$ cat src/rtl/relogio_pkg.sv
// Shared types for the HH:MM:SS clock: adjust-mode encoding, step direction
// constants and small helpers used by the adjust controller and time counters.
package relogio_pkg;

   typedef enum logic [1:0] {
      RUN     = 2'd0,
      AJ_SEG  = 2'd1,
      AJ_MIN  = 2'd2,
      AJ_HORA = 2'd3
   } modo_t;

   localparam logic CMD_INC = 1'b1;
   localparam logic CMD_DEC = 1'b0;

   // Mode button cycles through the adjust fields and wraps back to RUN.
   function automatic modo_t next_modo(input modo_t m);
      modo_t r;
      case (m)
         RUN:     r = AJ_SEG;
         AJ_SEG:  r = AJ_MIN;
         AJ_MIN:  r = AJ_HORA;
         default: r = RUN;
      endcase
      return r;
   endfunction

   function automatic int unsigned cnt_width(input int unsigned n);
      return (n < 2) ? 1 : $clog2(n);
   endfunction

endpackage

$ cat src/rtl/relogio_btn_repeat.sv
// Rising-edge detector for one debounced button plus, when RELOGIO_AUTOREPEAT_EN
// is defined, the hold/repeat timer that emits auto-repeat step pulses.
module relogio_btn_repeat
   import relogio_pkg::*;
#(
   parameter int unsigned HOLD_CYCLES   = 50_000_000,
   parameter int unsigned REPEAT_CYCLES = 10_000_000
) (
   input  logic clk,
   input  logic rst,
   input  logic i_btn,
   input  logic i_arm,
   input  logic i_cancel,
   output logic o_rise,
   output logic o_step
);

   logic r_prev;

   always_ff @(posedge clk or posedge rst) begin
      if (rst) begin
         r_prev <= 1'b0;
      end else begin
         r_prev <= i_btn;
      end
   end

   assign o_rise = i_btn & ~r_prev;

`ifdef RELOGIO_AUTOREPEAT_EN

   localparam int unsigned CNT_MAX = (HOLD_CYCLES > REPEAT_CYCLES) ? HOLD_CYCLES : REPEAT_CYCLES;
   localparam int unsigned CW      = cnt_width(CNT_MAX);
   localparam logic [CW-1:0] HOLD_LAST = CW'((HOLD_CYCLES   == 0) ? 0 : HOLD_CYCLES   - 1);
   localparam logic [CW-1:0] REP_LAST  = CW'((REPEAT_CYCLES == 0) ? 0 : REPEAT_CYCLES - 1);

   logic          r_armed;
   logic          r_repeating;
   logic [CW-1:0] r_cnt;
   logic [CW-1:0] w_last;
   logic          w_hit;

   assign w_last = r_repeating ? REP_LAST : HOLD_LAST;
   assign w_hit  = r_armed & i_btn & (r_cnt == w_last);
   assign o_step = w_hit;

   // The first period after a press is HOLD, every later one is REPEAT;
   // letting go or a cancel from the controller drops the timer at once.
   always_ff @(posedge clk or posedge rst) begin
      if (rst) begin
         r_armed     <= 1'b0;
         r_repeating <= 1'b0;
         r_cnt       <= '0;
      end else if (i_arm) begin
         r_armed     <= 1'b1;
         r_repeating <= 1'b0;
         r_cnt       <= '0;
      end else if (i_cancel || !i_btn) begin
         r_armed     <= 1'b0;
         r_repeating <= 1'b0;
         r_cnt       <= '0;
      end else if (r_armed) begin
         if (w_hit) begin
            r_cnt       <= '0;
            r_repeating <= 1'b1;
         end else begin
            r_cnt <= r_cnt + 1'b1;
         end
      end
   end

`else

   logic w_unused_cfg;
   assign w_unused_cfg = ^{i_arm, i_cancel, HOLD_CYCLES[0], REPEAT_CYCLES[0]};
   assign o_step       = 1'b0;

`endif

endmodule

$ cat src/rtl/relogio_ajuste_ctrl.sv
// Adjust-mode controller for the HH:MM:SS clock: mode FSM, step command
// handshake and inactivity timeout. Auto-repeat built with RELOGIO_AUTOREPEAT_EN.
module relogio_ajuste_ctrl
   import relogio_pkg::*;
#(
   parameter int unsigned HOLD_CYCLES    = 50_000_000,
   parameter int unsigned REPEAT_CYCLES  = 10_000_000,
   parameter int unsigned TIMEOUT_CYCLES = 1_000_000_000
) (
   input  logic       clk_100MHz,
   input  logic       rst,
   input  logic       btn_mode,
   input  logic       btn_inc,
   input  logic       btn_dec,
   input  logic       cmd_ready,
   output logic [1:0] modo_ajuste,
   output logic       run_en,
   output logic       cmd_valid,
   output logic [1:0] cmd_field,
   output logic       cmd_dir
);

   localparam bit              TO_EN   = (TIMEOUT_CYCLES != 0);
   localparam int unsigned     TO_W    = cnt_width(TIMEOUT_CYCLES);
   localparam logic [TO_W-1:0] TO_LAST = TO_W'((TIMEOUT_CYCLES == 0) ? 0 : TIMEOUT_CYCLES - 1);

   modo_t           r_state;
   modo_t           w_state_next;
   logic            r_mode_prev;
   logic [TO_W-1:0] r_to_cnt;
   logic            r_cmd_valid;
   logic [1:0]      r_cmd_field;
   logic            r_cmd_dir;

   logic w_mode_rise;
   logic w_inc_rise;
   logic w_dec_rise;
   logic w_inc_step;
   logic w_dec_step;
   logic w_adjust;
   logic w_inc_press;
   logic w_dec_press;
   logic w_rep_ok;
   logic w_inc_rep;
   logic w_dec_rep;
   logic w_issue;
   logic w_issue_dir;
   logic w_activity;
   logic w_timeout;
   logic w_cancel_all;
   logic w_cancel_inc;
   logic w_cancel_dec;

   always_ff @(posedge clk_100MHz or posedge rst) begin
      if (rst) begin
         r_mode_prev <= 1'b0;
      end else begin
         r_mode_prev <= btn_mode;
      end
   end

   assign w_mode_rise = btn_mode & ~r_mode_prev;
   assign w_adjust    = (r_state != RUN);

   // Mode edge wins over a step in the same cycle; inc wins over dec.
   assign w_inc_press = w_adjust & w_inc_rise & ~w_mode_rise;
   assign w_dec_press = w_adjust & w_dec_rise & ~w_inc_rise & ~w_mode_rise;
   assign w_rep_ok    = w_adjust & ~w_mode_rise & ~w_inc_press & ~w_dec_press;
   assign w_inc_rep   = w_rep_ok & w_inc_step;
   assign w_dec_rep   = w_rep_ok & w_dec_step & ~w_inc_step;
   assign w_issue     = w_inc_press | w_dec_press | w_inc_rep | w_dec_rep;
   assign w_issue_dir = (w_inc_press | w_inc_rep) ? CMD_INC : CMD_DEC;

   assign w_activity = w_mode_rise | w_inc_rise | w_dec_rise | w_inc_step | w_dec_step;
   assign w_timeout  = TO_EN & w_adjust & ~w_activity & (r_to_cnt == TO_LAST);

   // A new press hands auto-repeat over to the button that won it.
   assign w_cancel_all = w_mode_rise | ~w_adjust | w_timeout;
   assign w_cancel_inc = w_cancel_all | w_dec_press;
   assign w_cancel_dec = w_cancel_all | w_inc_press;

   relogio_btn_repeat #(
      .HOLD_CYCLES   (HOLD_CYCLES),
      .REPEAT_CYCLES (REPEAT_CYCLES)
   ) u_rep_inc (
      .clk      (clk_100MHz),
      .rst      (rst),
      .i_btn    (btn_inc),
      .i_arm    (w_inc_press),
      .i_cancel (w_cancel_inc),
      .o_rise   (w_inc_rise),
      .o_step   (w_inc_step)
   );

   relogio_btn_repeat #(
      .HOLD_CYCLES   (HOLD_CYCLES),
      .REPEAT_CYCLES (REPEAT_CYCLES)
   ) u_rep_dec (
      .clk      (clk_100MHz),
      .rst      (rst),
      .i_btn    (btn_dec),
      .i_arm    (w_dec_press),
      .i_cancel (w_cancel_dec),
      .o_rise   (w_dec_rise),
      .o_step   (w_dec_step)
   );

   always_ff @(posedge clk_100MHz or posedge rst) begin
      if (rst) begin
         r_state <= RUN;
      end else begin
         r_state <= w_state_next;
      end
   end

   always_comb begin
      w_state_next = r_state;
      if (w_timeout) begin
         w_state_next = RUN;
      end else if (w_mode_rise) begin
         w_state_next = next_modo(r_state);
      end
   end

   // Saturates at the terminal count; the timeout itself returns us to RUN.
   always_ff @(posedge clk_100MHz or posedge rst) begin
      if (rst) begin
         r_to_cnt <= '0;
      end else if (!w_adjust || w_activity) begin
         r_to_cnt <= '0;
      end else if (r_to_cnt != TO_LAST) begin
         r_to_cnt <= r_to_cnt + 1'b1;
      end
   end

   // Single-entry command slot: a step arriving while the slot is stalled is lost.
   always_ff @(posedge clk_100MHz or posedge rst) begin
      if (rst) begin
         r_cmd_valid <= 1'b0;
         r_cmd_field <= 2'd0;
         r_cmd_dir   <= 1'b0;
      end else if (w_issue && (!r_cmd_valid || cmd_ready)) begin
         r_cmd_valid <= 1'b1;
         r_cmd_field <= r_state;
         r_cmd_dir   <= w_issue_dir;
      end else if (r_cmd_valid && cmd_ready) begin
         r_cmd_valid <= 1'b0;
      end
   end

   assign modo_ajuste = r_state;
   assign run_en      = (r_state == RUN);
   assign cmd_valid   = r_cmd_valid;
   assign cmd_field   = r_cmd_field;
   assign cmd_dir     = r_cmd_dir;

endmodule

$ cat config.mk
export PLATFORM = sky130hd
export DESIGN_NAME = relogio_ajuste_ctrl
export DESIGN_NICKNAME = d
export VERILOG_FILES = /design/src/rtl/relogio_pkg.sv /design/src/rtl/relogio_btn_repeat.sv /design/src/rtl/relogio_ajuste_ctrl.sv
export SDC_FILE = /design/constraint.sdc
export NUM_CORES = 1
export LEC_CHECK = 0
export CAP_MARGIN = 15
export CORE_ASPECT_RATIO = 1.1
export CORE_MARGIN = 4
export CORE_UTILIZATION = 28
export CTS_BUF_LIST = sky130_fd_sc_hd__clkbuf_16
export DETAILED_ROUTE_END_ITERATION = 10
export GPL_ROUTABILITY_DRIVEN = 1
export HOLD_SLACK_MARGIN = 0.02
export SYNTH_ARGS = -nofsm -noshare
export SYNTH_HDL_FRONTEND = slang
export SYNTH_SLANG_ARGS = --single-unit
$ cat constraint.sdc
create_clock -name clk_100MHz -period 1.9 [get_ports clk_100MHz]
set_input_delay 0.475 -clock clk_100MHz [delete_from_list [all_inputs] [get_ports clk_100MHz]]
set_output_delay 0.475 -clock clk_100MHz [all_outputs]
set_load 0.1 [all_outputs]
; After elaboration in Yosys (flattened, before gate mapping)
; Cells that the tools add are included.
[op_classes]
reduce_logical = 11
eq_ne = 4
addsub = 1
muxes = 8
bitwise_logic = 19
[ops]
columns = op, count
row1 = 30-bit two-way mux, 2
row2 = "30-bit by 1-bit adder with 30-bit output, second input constant", 1
row3 = "30-bit equality test, second input constant", 1
row4 = "30-bit != test, second input constant", 1
row5 = 1-bit bitwise AND, 10
row6 = 2-bit nonzero test, 4
row7 = 1-bit NOT, 6
row8 = 2-bit case mux with 3 select lines, 1
row9 = 2-bit two-way mux, 2
row10 = 1-bit two-way mux, 3
row11 = 1-bit OR, 3
row12 = "2-bit by 1-bit equality test with 1-bit output, second input constant", 1
row13 = "2-bit equality test, second input constant", 1
row14 = 1-bit logical AND, 2
row15 = 1-bit logical NOT, 2
row16 = 2-bit logical NOT, 1
row17 = 1-bit logical OR, 2
[totals]
reg_bits = 39
word_cells = 51
out_inout_bits = 7
in_bits = 6

; Longest topological paths before layout
; Gate-level depths: netlist (run 1).
[logic_depth]
word_depth = 8
depth_mapped = 7
depth_no_buf = 6

; By module
; From an unflattened synthesis (run 1), not the netlist that was laid out.
[unflattened]
hier_cells = 212
area_unflattened_um2 = 2059.5
[modules_own_cells]
columns = mod, seq_area_each_um2, area_each_um2, cells_per_inst, instances
row1 = relogio_ajuste_ctrl, 925.9, 1951.9, 202, 1
row2 = relogio_btn_repeat, 25.0, 53.8, 5, 2

; Worst setup path after synthesis (run 1)
; OpenSTA, ideal clock, no wires.
[synth_timing]
path_type = register to register
start = reg r_state[0], in the netlist modo_ajuste[0]
end = reg r_to_cnt[28]
stages_incl_launch_ff = 7
n_path_buf = 0
setup_ps = 64
slack_ps = -958
required_ps = 1836
arrival_time_ps = 2794
synth_period_minus_slack_ps = 2858
cell_sequence = dfrtp_1 inv_1 ha_1 nand2b_1 a211oi_1 and2_1 a21o_1
[synth_between]
elab_chain_cells = 4
word_cells_on_any_way = 5
classes_between = mux: 1 / reduce/logical: 4
[synth_lines]
columns = item, line
row1 = start: declaration, relogio_ajuste_ctrl.sv:27  ; modo_t r_state;
row2 = start signal: assignment, relogio_ajuste_ctrl.sv:112  ; r_state <= w_state_next;
row3 = 2-bit nonzero test *, relogio_ajuste_ctrl.sv:63  ; assign w_adjust = (r_state != RUN);
row4 = 1-bit logical NOT *, relogio_ajuste_ctrl.sv:129  ; end else if (!w_adjust || w_activity) begin
row5 = 1-bit logical OR *, relogio_ajuste_ctrl.sv:129
row6 = 30-bit two-way mux / 2-bit nonzero test (equally long branches), --
row7 = end signal: assignment, relogio_ajuste_ctrl.sv:132  ; r_to_cnt <= r_to_cnt + 1'b1;
row8 = end: declaration, relogio_ajuste_ctrl.sv:30  ; logic [TO_W-1:0] r_to_cnt;
; Mark *: on every way between the ends. The rest lies on a longest branch, timed or not.
; A chain may end at the register's enable or synchronous reset.

; Final worst setup path (run 1)
[layout_timing]
start = reg r_to_cnt[0]
end = reg r_to_cnt[6]
[layout_between]
elab_chain_cells = 3
word_cells_on_any_way = 5
classes_between = add/sub: 1 / eq/ne: 1 / mux: 2 / reduce/logical: 1
[layout_lines]
columns = item, line
row1 = 30-bit by 1-bit adder with 30-bit output, relogio_ajuste_ctrl.sv:132
row2 = 30-bit two-way mux, relogio_ajuste_ctrl.sv:131  ; end else if (r_to_cnt != TO_LAST) begin
row3 = 30-bit two-way mux, relogio_ajuste_ctrl.sv:129
; Parallel ways exist; a longest one is shown, timed or not. The select of a mux whose other input is x is not followed.

==> flow_summary.ini, run 1 <==
[layout]
area_of_the_multi_input_gates_um2 = 1040
diodes = 0
final.fill_count = 709
final_net_count = 245
stdcell_area_um2 = 2650
post_route_cells_drive_above_1_share = 0.245
area.sequential_um2 = 983
flow.area_growth_from_synthesis_pct = 30.4
finalCoreUtilization = 0.377

[clock_tree]
clock_insertion_delay_worst_skew_ns = 0.28
clock_tree.root_cell = clkbuf_16
cts_hold_fix_bufs = 0
cts_tree = done
clock_buffers_created_by_tritoncts = 5
clk_pin_slew_ns = 0.05
clock_tree.htree_level_count = 2
clock_sink_count = 39
clock_path_buffers = 2

[power_and_ir_drop]
power_per_cell_area_nw_per_um2 = 1110
static-leakage-power_uw = 0.00113
max-vdd-ir-drop_v = 0.000709

[routing]
drt_first_iter_violations = 62
pre_antenna_drt_iters = 4
drt.antenna.violating_nets = 0
vias_per_cell = 5.02
routed_wl_um = 4210
remaining_drc_errors = 0
dr_wl_cell_um = 13.1
dr_total_vias = 1616

[synth]
ys.warnings.count = 0
ys_types = 42
postSynthAreaPerCell_um2 = 9.98
yosysSeqAreaShare = 0.479
post_syn_nets = 213
main_flop_type_after_synthesis = dfrtp_1
synth_cells = 204
asyncSetResetFlopFracSynth = 1.00
synthesized_flop_and_latch_total = 39
edff_count_synth = 0
netlist_area_um2 = 2040

[timing]
finalWorstPathRequiredPeriod_ns = 1.81
rsz0062_at_grt = false
layout_setup_ws_ns = 0.0927
setup-violations-final = 0
timing.final.max_slew_violations = 0
worst_slew_pin_slew_ns = 0.451
period_share = 0.951
fmaxAchievable_ghz = 0.553
slew-limit-headroom = 0.697
timing.final.hold_violations = 0
skew_ns = 0.00428

[floorplanning]
floorplan.initialDensity = 0.289
die_x_um = 89.3
placement_rows = 32
design.portCount = 13
core_area_um2 = 7050
die-height_um = 97.4
die-area_um2 = 8700

[run]
timing.max_cap.violations = 0

[grt]
grt_pass1_vias = 1634
grt_start_max_net_pins = 33
globalRoute.totalOverflow = 0
antenna_found_initial = 0
grt.total_usage = 0.111
grt_first_pass_wirelength_um = 7710

[setup_path]
critPathRequiredTime_ns = 2.11
cp.arrival_ns = 2.01
worstSetupStartpointType = flop
critical_path_class = flop to flop
sort_of_element_at_the_end_of_the_critical_path = flop
crit_path_max_fanout = 17

[outcome]
result_of_the_run = finished, final reports clean

[place]
dpl_worst_slack_ns = -0.234
port_buffers = 12
placed_cell_area_um2 = 2500
hpwlAfterDp_um = 3000
gp_routability_congestion = 0.851

[hold_path]
hold_class = input pin to asynchronous set/reset pin
-- state kept, by name (all words and copies together) (netlist names) --
signal            cells
r_to_cnt             30
cmd_valid             1
modo_ajuste           2
u_rep_dec.r_prev      1
r_mode_prev           1
u_rep_inc.r_prev      1
cmd_field             2
cmd_dir               1
-- critical path, stage by stage (launching register included) --
cell and delay (ns):
dfrtp_1 0.38, ha_1 0.21, and3_2 0.24, nand3_4 0.10, nor3_4 0.05, buf_12 0.15, or3_2 0.46, a21oi_2 0.14
-- final timing paths --
path	slack, ns	startpoint	endpoint	cells past startpoint
setup / recovery	0.09	r_to_cnt[0]	r_to_cnt[6]	7
hold / removal	0.47	rst	modo_ajuste[0]	2
setup reg to reg	0.09	r_to_cnt[0]	r_to_cnt[6]	7
hold reg to reg	0.55	r_to_cnt[29]	r_to_cnt[29]	2
max in group asynchronous	0.93	rst	r_to_cnt[4]	3
min in group clk_100MHz	0.55	r_to_cnt[29]	r_to_cnt[29]	2
-- timing repair --
action | CTS | global route
setup buffers | 0 | 1
resized for setup | 0 | 2
endpoints found under the setup margin | 0 | 4
-- routing by layer --
metal  vias to the layer above  part of all wire  GRT usage
li1                        796                 -          -
met1                       793              0.46      0.143
met2                        20              0.50      0.174
met3                         7             0.020     0.0221
met4                         0             0.021     0.0527
met5                         -                 0          0
-- stage by stage --
stage	TNS (ns)	hold slack (ns)	total power, uW	cells
global route	0	0.509	3090	322
detailed placement	-2.11	0.548	2200	313
finish	0	0.466	2950	322
CTS	0	0.472	2990	321
global placement	-1.14	0.542	2190	313
floorplan	0	0.496	1740	204
-- synth_stat cells, types with 3 or more instances --
library cell | instances | area [um2]
nand2_1 | 11 | 41.3
or3_2 | 5 | 37.5
nand4_1 | 11 | 68.8
nor2_1 | 26 | 97.6
a21oi_1 | 11 | 55.1
xor2_1 | 12 | 105
dfrtp_1 | 39 | 976
nor4_1 | 4 | 25.0
and3_1 | 3 | 18.8
o21ai_0 | 10 | 50.1
ha_1 | 3 | 37.5
nor3_1 | 6 | 30.0
xnor2_1 | 5 | 43.8
and4_1 | 4 | 35.0
nand3_1 | 14 | 70.1
inv_1 | 5 | 18.8
nand2b_1 | 3 | 18.8
-- power by group --
| group | internal, uW | total [uW] | switching, uW |
|---|---|---|---|
| clock network | 472 | 778 | 306 |
| logic | 448 | 1170 | 723 |
| registers | 918 | 1000 | 83.2 |
-- layout by cell type, fill, tap and decap left out, types with 9 or more instances in the layout --
master	Yosys	layout
nand3_1	14	14
nand4_1	11	11
nand2_1	11	11
a21oi_1	11	9
buf_4	0	16
nor2_1	26	26
buf_12	0	10
o21ai_0	10	10
dfrtp_1	39	37
xor2_1	12	12
-- kinds of logic after synthesis --
group	synth area share
buffers and inverters	0.0332
AND/OR/NAND/NOR	0.305
flip-flops	0.479
AO/OA/AOI/OAI	0.0701
adder cells (fa/ha/maj)	0.0184
XOR/XNOR	0.0731
multiplexers	0.0209
-- cell type report --
type                       count  share of cell area
clock buffer                   5              0.0471
tap                           85              0.0401
inverter                       5             0.00707
sequential                    39               0.371
timing repair buffer          31               0.140
multi-input combinational    154               0.391
clock inverter                 3             0.00424
No activity file was read; power rests on OpenSTA's default activity.
==> run 2, diff against run 1 <==
--- a/config.mk
+++ b/config.mk
@@ -16,3 +16,4 @@
 export SYNTH_ARGS = -nofsm -noshare
 export SYNTH_HDL_FRONTEND = slang
 export SYNTH_SLANG_ARGS = --single-unit
+export TNS_END_PERCENT = 20
==> run 2 against run 1 <==
Compared with the run above: fmax is 1.4% higher; core utilization down 0.053 points; clock skew about the same; register-to-register slack better by 0.02 ns; clock power about the same; clock-buffer cell count stayed put; first-iteration DRC count down 8.1%; non-clock buffer count decreased by 1.
==> flow_summary.ini, run 2 (same netlist as run 1, synthesis figures left out) <==
[routing]
routed_wl_um = 4210
drt_first_iter_violations = 57
vias_per_cell = 5.04
remaining_drc_errors = 0
dr_wl_cell_um = 13.1
drt.antenna.violating_nets = 0
dr_total_vias = 1618
pre_antenna_drt_iters = 4

[setup_path]
cp.arrival_ns = 1.99
slowest_delay_ns = 0.46
sort_of_element_at_the_end_of_the_critical_path = flop
reg2reg_from = r_to_cnt[0]
cell_with_the_largest_stage_delay_on_the_worst_path = or3_2
worstSetupStartpointType = flop
critPathRequiredTime_ns = 2.11
cp_cell_sequence = ha_1 -> and3_4 -> nand3_4 -> nor3_4 -> buf_12 -> or3_2 -> a21oi_2
critPathLaunch = r_to_cnt[0]
critPathTopFamily = simple AND/OR/NAND/NOR gates
crit_path_max_fanout = 17
cp_num_buf_inv = 1
critical_path_class = flop to flop

[clock_tree]
clock_tree.root_cell = clkbuf_16
clk_pin_slew_ns = 0.05
cts_tree = done
post_cts_setup_driven_buffer_insertion_count = 0
clock_tree.htree_level_count = 2
clock_path_buffers = 2
clock_sink_count = 39
clock_insertion_delay_worst_skew_ns = 0.28
clock_buffers_created_by_tritoncts = 5

[outcome]
result_of_the_run = finished, final reports clean

[run]
timing.max_cap.violations = 0

[timing]
timing.final.hold_violations = 0
layout_setup_ws_ns = 0.117
finalSetupTns_ns = 0
slew-limit-headroom = 0.695
period_share = 0.938
timing.final.max_slew_violations = 0
setup-violations-final = 0
rsz0062_at_grt = false
skew_ns = 0.00452
fmaxAchievable_ghz = 0.561
finalWorstPathRequiredPeriod_ns = 1.78
worst_slew_pin_slew_ns = 0.454
hold_ws_ns = 0.466

[floorplanning]
core_area_um2 = 7050
floorplan.initialDensity = 0.289
die_x_um = 89.3
design.portCount = 13
die-area_um2 = 8700
die-height_um = 97.4
placement_rows = 32

[grt]
grt_first_pass_wirelength_um = 7710
grt.total_usage = 0.111
globalRoute.totalOverflow = 0
grt_pass1_vias = 1634
antenna_found_initial = 0
grt_start_max_net_pins = 33

[layout]
post_route_cells_drive_above_1_share = 0.242
final.fill_count = 708
top_register = r_to_cnt
flow.area_growth_from_synthesis_pct = 30.2
final_net_count = 244
final_cell_mix = dfrtp_1, nor2_1, buf_4
diodes = 0
stdcell_area_um2 = 2650
layout.cells.most_common = dfrtp_1
largest_register_ff_count = 30

[place]
dpl_worst_slack_ns = -0.234
hpwlAfterDp_um = 3000
gp_routability_congestion = 0.851
placed_cell_area_um2 = 2500
port_buffers = 12

[power_and_ir_drop]
power_per_cell_area_nw_per_um2 = 1110
static-leakage-power_uw = 0.00112
max-vdd-ir-drop_v = 0.000709

[hold_path]
hold_class = input pin to asynchronous set/reset pin
run 2: changes by cell type in the layout (fill, tap and decap cells not counted), sizes merged:
cell and delta:
buf -1
run 2: what timing repair did:
| item | 4_1_cts | 5_1_grt |
|---|---|---|
| setup endpoints to repair | 0 | 4 |
| hold buffers | 0 | 0 |
| gates resized for setup | 0 | 3 |
| endpoints found under the hold margin | 0 | 0 |
run 2: final timing paths:
| kind | endpoint | cells past startpoint | slack (ns) |
|---|---|---|---|
| min in group clk_100MHz | r_to_cnt[29] | 2 | 0.55 |
| worst min-delay path | modo_ajuste[0] | 2 | 0.47 |
| worst min register to register | r_to_cnt[29] | 2 | 0.55 |
| worst max register to register | r_to_cnt[6] | 7 | 0.12 |
| worst max-delay path | r_to_cnt[6] | 7 | 0.12 |
| max in group asynchronous | r_to_cnt[4] | 3 | 0.93 |
run 2: final cells by class:
| cell class | instances | area [um2] | area share |
|---|---|---|---|
| inverters | 5 | 18.8 | 0.00708 |
| multi-input cells | 154 | 1040 | 0.393 |
| clock buffers | 5 | 125 | 0.0472 |
| well taps | 85 | 106 | 0.0401 |
| clock inverters | 3 | 11.3 | 0.00425 |
| repair buffers | 30 | 363 | 0.137 |
| flip-flops and latches | 39 | 983 | 0.371 |
run 2: through the flow:
stage | instances | total power, uW | utilization
after floorplan | 204 | 1740 | -
after global placement | 313 | 2190 | 0.355
after detailed placement | 313 | 2200 | 0.355
after CTS | 321 | 2990 | 0.374
after global routing | 321 | 3090 | 0.376
final | 321 | 2950 | 0.376
run 2: layer usage:
layer	wire, um	up-vias	GRT usage
met2	2090	26	0.174
met3	96	7	0.0221
met1	1940	791	0.143
met4	90	0	0.0527
li1	-	794	-
met5	0	-	0
run 2: report_power, final:
group          switching, uW  internal [uW]
registers               83.2            918
clock network            306            472
logic                    723            448
total                   1110           1840
==> run 3, diff against run 2 <==
--- a/config.mk
+++ b/config.mk
@@ -5,6 +5,7 @@
 export SDC_FILE = /design/constraint.sdc
 export NUM_CORES = 1
 export LEC_CHECK = 0
+export ABC_AREA = 1
 export CAP_MARGIN = 15
 export CORE_ASPECT_RATIO = 1.1
 export CORE_MARGIN = 4
==> run 3 against run 2 <==
Compared with the run above: via count is 44% higher; power rose by 8.6%; fmax about the same; area after synthesis rose by 26%; flip-flop and latch count unchanged; largest power group unchanged; highest routed layer unchanged.
==> flow_summary.ini, run 3 <==
[timing]
period_share = 0.938
skew_ns = 0.00667
timing.final.hold_violations = 0
timing.final.max_slew_violations = 0
finalWorstPathRequiredPeriod_ns = 1.78
worst_slew_pin_slew_ns = 0.305
finalSetupTns_ns = 0
fmaxAchievable_ghz = 0.561
rsz0062_at_grt = false
slew-limit-headroom = 0.796
setup-violations-final = 0

[outcome]
result_of_the_run = finished, final reports clean

[routing]
drt_first_iter_violations = 76
vias_per_cell = 4.55
drt.antenna.violating_nets = 0
remaining_drc_errors = 0
pre_antenna_drt_iters = 6
dr_wl_cell_um = 12.0
dr_total_vias = 2328
routed_wl_um = 6150

[floorplanning]
die_x_um = 99.2
core_area_um2 = 8870
die-area_um2 = 10700
die-height_um = 108
design.portCount = 13
floorplan.initialDensity = 0.289
placement_rows = 36

[grt]
antenna_found_initial = 0
grt_first_pass_wirelength_um = 11000
grt_pass1_vias = 2352
grt_start_max_net_pins = 40
grt.total_usage = 0.127
globalRoute.totalOverflow = 0

[setup_path]
reg2reg_to = r_to_cnt[9]
timing.reg2reg.worst_path_depth = 8
slowest_delay_ns = 0.49
reg2reg_from = r_to_cnt[0]
worstSetupStartpointType = flop
cell_with_the_largest_stage_delay_on_the_worst_path = dfrtp_4
critPathRequiredTime_ns = 1.42
cp_cell_sequence = inv_1 -> ha_4 -> buf_12
crit_path_max_fanout = 4
critical_path_class = flop to output port
cp.arrival_ns = 1.31
worst-r2r-setup-slack_ns = 0.24
sort_of_element_at_the_end_of_the_critical_path = output port

[layout]
final_net_count = 406
layout.cells.most_common = nand2_1
final_cell_mix = nand2_1, nor2_1, inv_1
flow.area_growth_from_synthesis_pct = 22.3
post_route_cells_drive_above_1_share = 0.166
largest_register_ff_count = 30
diodes = 0
fin_cells = 512
top_register = r_to_cnt
finalCoreUtilization = 0.353

[hold_path]
hold_class = input pin to asynchronous set/reset pin

[synth]
synth_cells = 375
ys.warnings.count = 0
netlist_area_um2 = 2560
main_flop_type_after_synthesis = dfrtp_1
yosys.area.top_type = dfrtp_1
asyncSetResetFlopFracSynth = 1.00
yosysSeqAreaShare = 0.381
edff_count_synth = 0
post_syn_nets = 384
synth_top_cell_area_share = 0.381
ys_top_cells_by_area = dfrtp_1, nand2_1, nor2_1
ys_types = 27
synth_common_cells = nand2_1, nor2_1, inv_1, dfrtp_1, nand3_1
postSynthAreaPerCell_um2 = 6.83
synth.most_common_cell = nand2_1
synthesized_flop_and_latch_total = 39

[clock_tree]
cts_repair_resize_count = 0
clk_pin_slew_ns = 0.07
clock_insertion_delay_worst_skew_ns = 0.29
cts_hold_fix_bufs = 0
clock_tree.root_cell = clkbuf_16
clock_path_buffers = 2
post_cts_setup_driven_buffer_insertion_count = 0
clock_buffers_created_by_tritoncts = 5
cts_tree = done
clock_tree.htree_level_count = 2
clock_sink_count = 39

[place]
gp_routability_congestion = 0.972
place_inst = 504
hpwlAfterDp_um = 4740
port_buffers = 12

[power_and_ir_drop]
max-vdd-ir-drop_v = 0.00126
power_per_cell_area_nw_per_um2 = 1020
static-leakage-power_uw = 0.00135

[run]
timing.max_cap.violations = 0
-- run 3: cell types whose count changed after synthesis, sizes merged, moves of 8 or more --
cell | before | now
nand2 | 11 | 138
nor2 | 26 | 92
inv | 5 | 43
nand3 | 15 | 26
nand4 | 12 | 2
a21oi | 11 | 3
-- run 3: metal layers --
| layer | global-route usage | share of wire | vias to the layer above |
|---|---|---|---|
| met3 | 0.0245 | 0.052 | 12 |
| met1 | 0.160 | 0.45 | 1061 |
| met5 | 0 | 0 | - |
| met2 | 0.211 | 0.48 | 61 |
| li1 | - | - | 1194 |
| met4 | 0.0595 | 0.021 | 0 |
-- run 3: worst max-delay path by stage --
stage	depth (start not counted)	to	from
global placement	10	r_to_cnt[9]	btn_mode
detailed placement	10	r_to_cnt[5]	btn_mode
CTS	3	run_en	modo_ajuste[0]
floorplan	9	r_to_cnt[6]	modo_ajuste[0]
global route	3	run_en	modo_ajuste[0]
finish	3	run_en	modo_ajuste[0]
-- run 3: metrics by stage --
| step | hold slack [ns] | setup WS, ns | total power (uW) | cell area, um2 |
|---|---|---|---|---|
| 6_report | 0.534 | 0.118 | 3200 | 3130 |
| 5_1_grt | 0.553 | 0.0663 | 3350 | 3130 |
| 4_1_cts | 0.545 | 0.0995 | 3250 | 3130 |
| 3_5_place_dp | 0.537 | 0.0438 | 2230 | 2960 |
| 3_3_place_gp | 0.535 | 0.0621 | 2220 | 2960 |
| 2_1_floorplan | 0.492 | 0.0491 | 1770 | 2580 |
-- run 3: critical path: cells and delay by family, from the launching register on --
kind	cells	cell delay, ns
DFF	1	0.49
buffers and inverters	2	0.33
adders and majority gates	1	0.19
-- run 3: kinds of logic after synthesis --
| kind of cell | after synthesis | synth area share |
|---|---|---|
| and+or+nand+nor | 266 | 0.482 |
| adders and majority gates | 3 | 0.0146 |
| DFF | 39 | 0.381 |
| buffers and inverters | 46 | 0.0732 |
| xor gates and xnor gates | 5 | 0.0171 |
| AOI/OAI and AO/OA | 16 | 0.0322 |
-- run 3: layout make-up --
| class | count | area (um2) |
|---|---|---|
| Clock buffer | 5 | 125 |
| Clock inverter | 3 | 47.5 |
| Fill cell | 927 | 5740 |
| Inverter | 43 | 164 |
| Multi-Input combinational cell | 290 | 1410 |
| Sequential cell | 39 | 983 |
| Tap cell | 114 | 143 |
| Timing Repair Buffer | 18 | 260 |
-- run 3: power by group --
group          switching (uW)  internal (uW)  leakage [uW]  total, uW
clock network             370            627     0.0000844        997
registers                86.2            915      0.000527       1000
logic                     785            419      0.000734       1200
total                    1240           1960       0.00135       3200
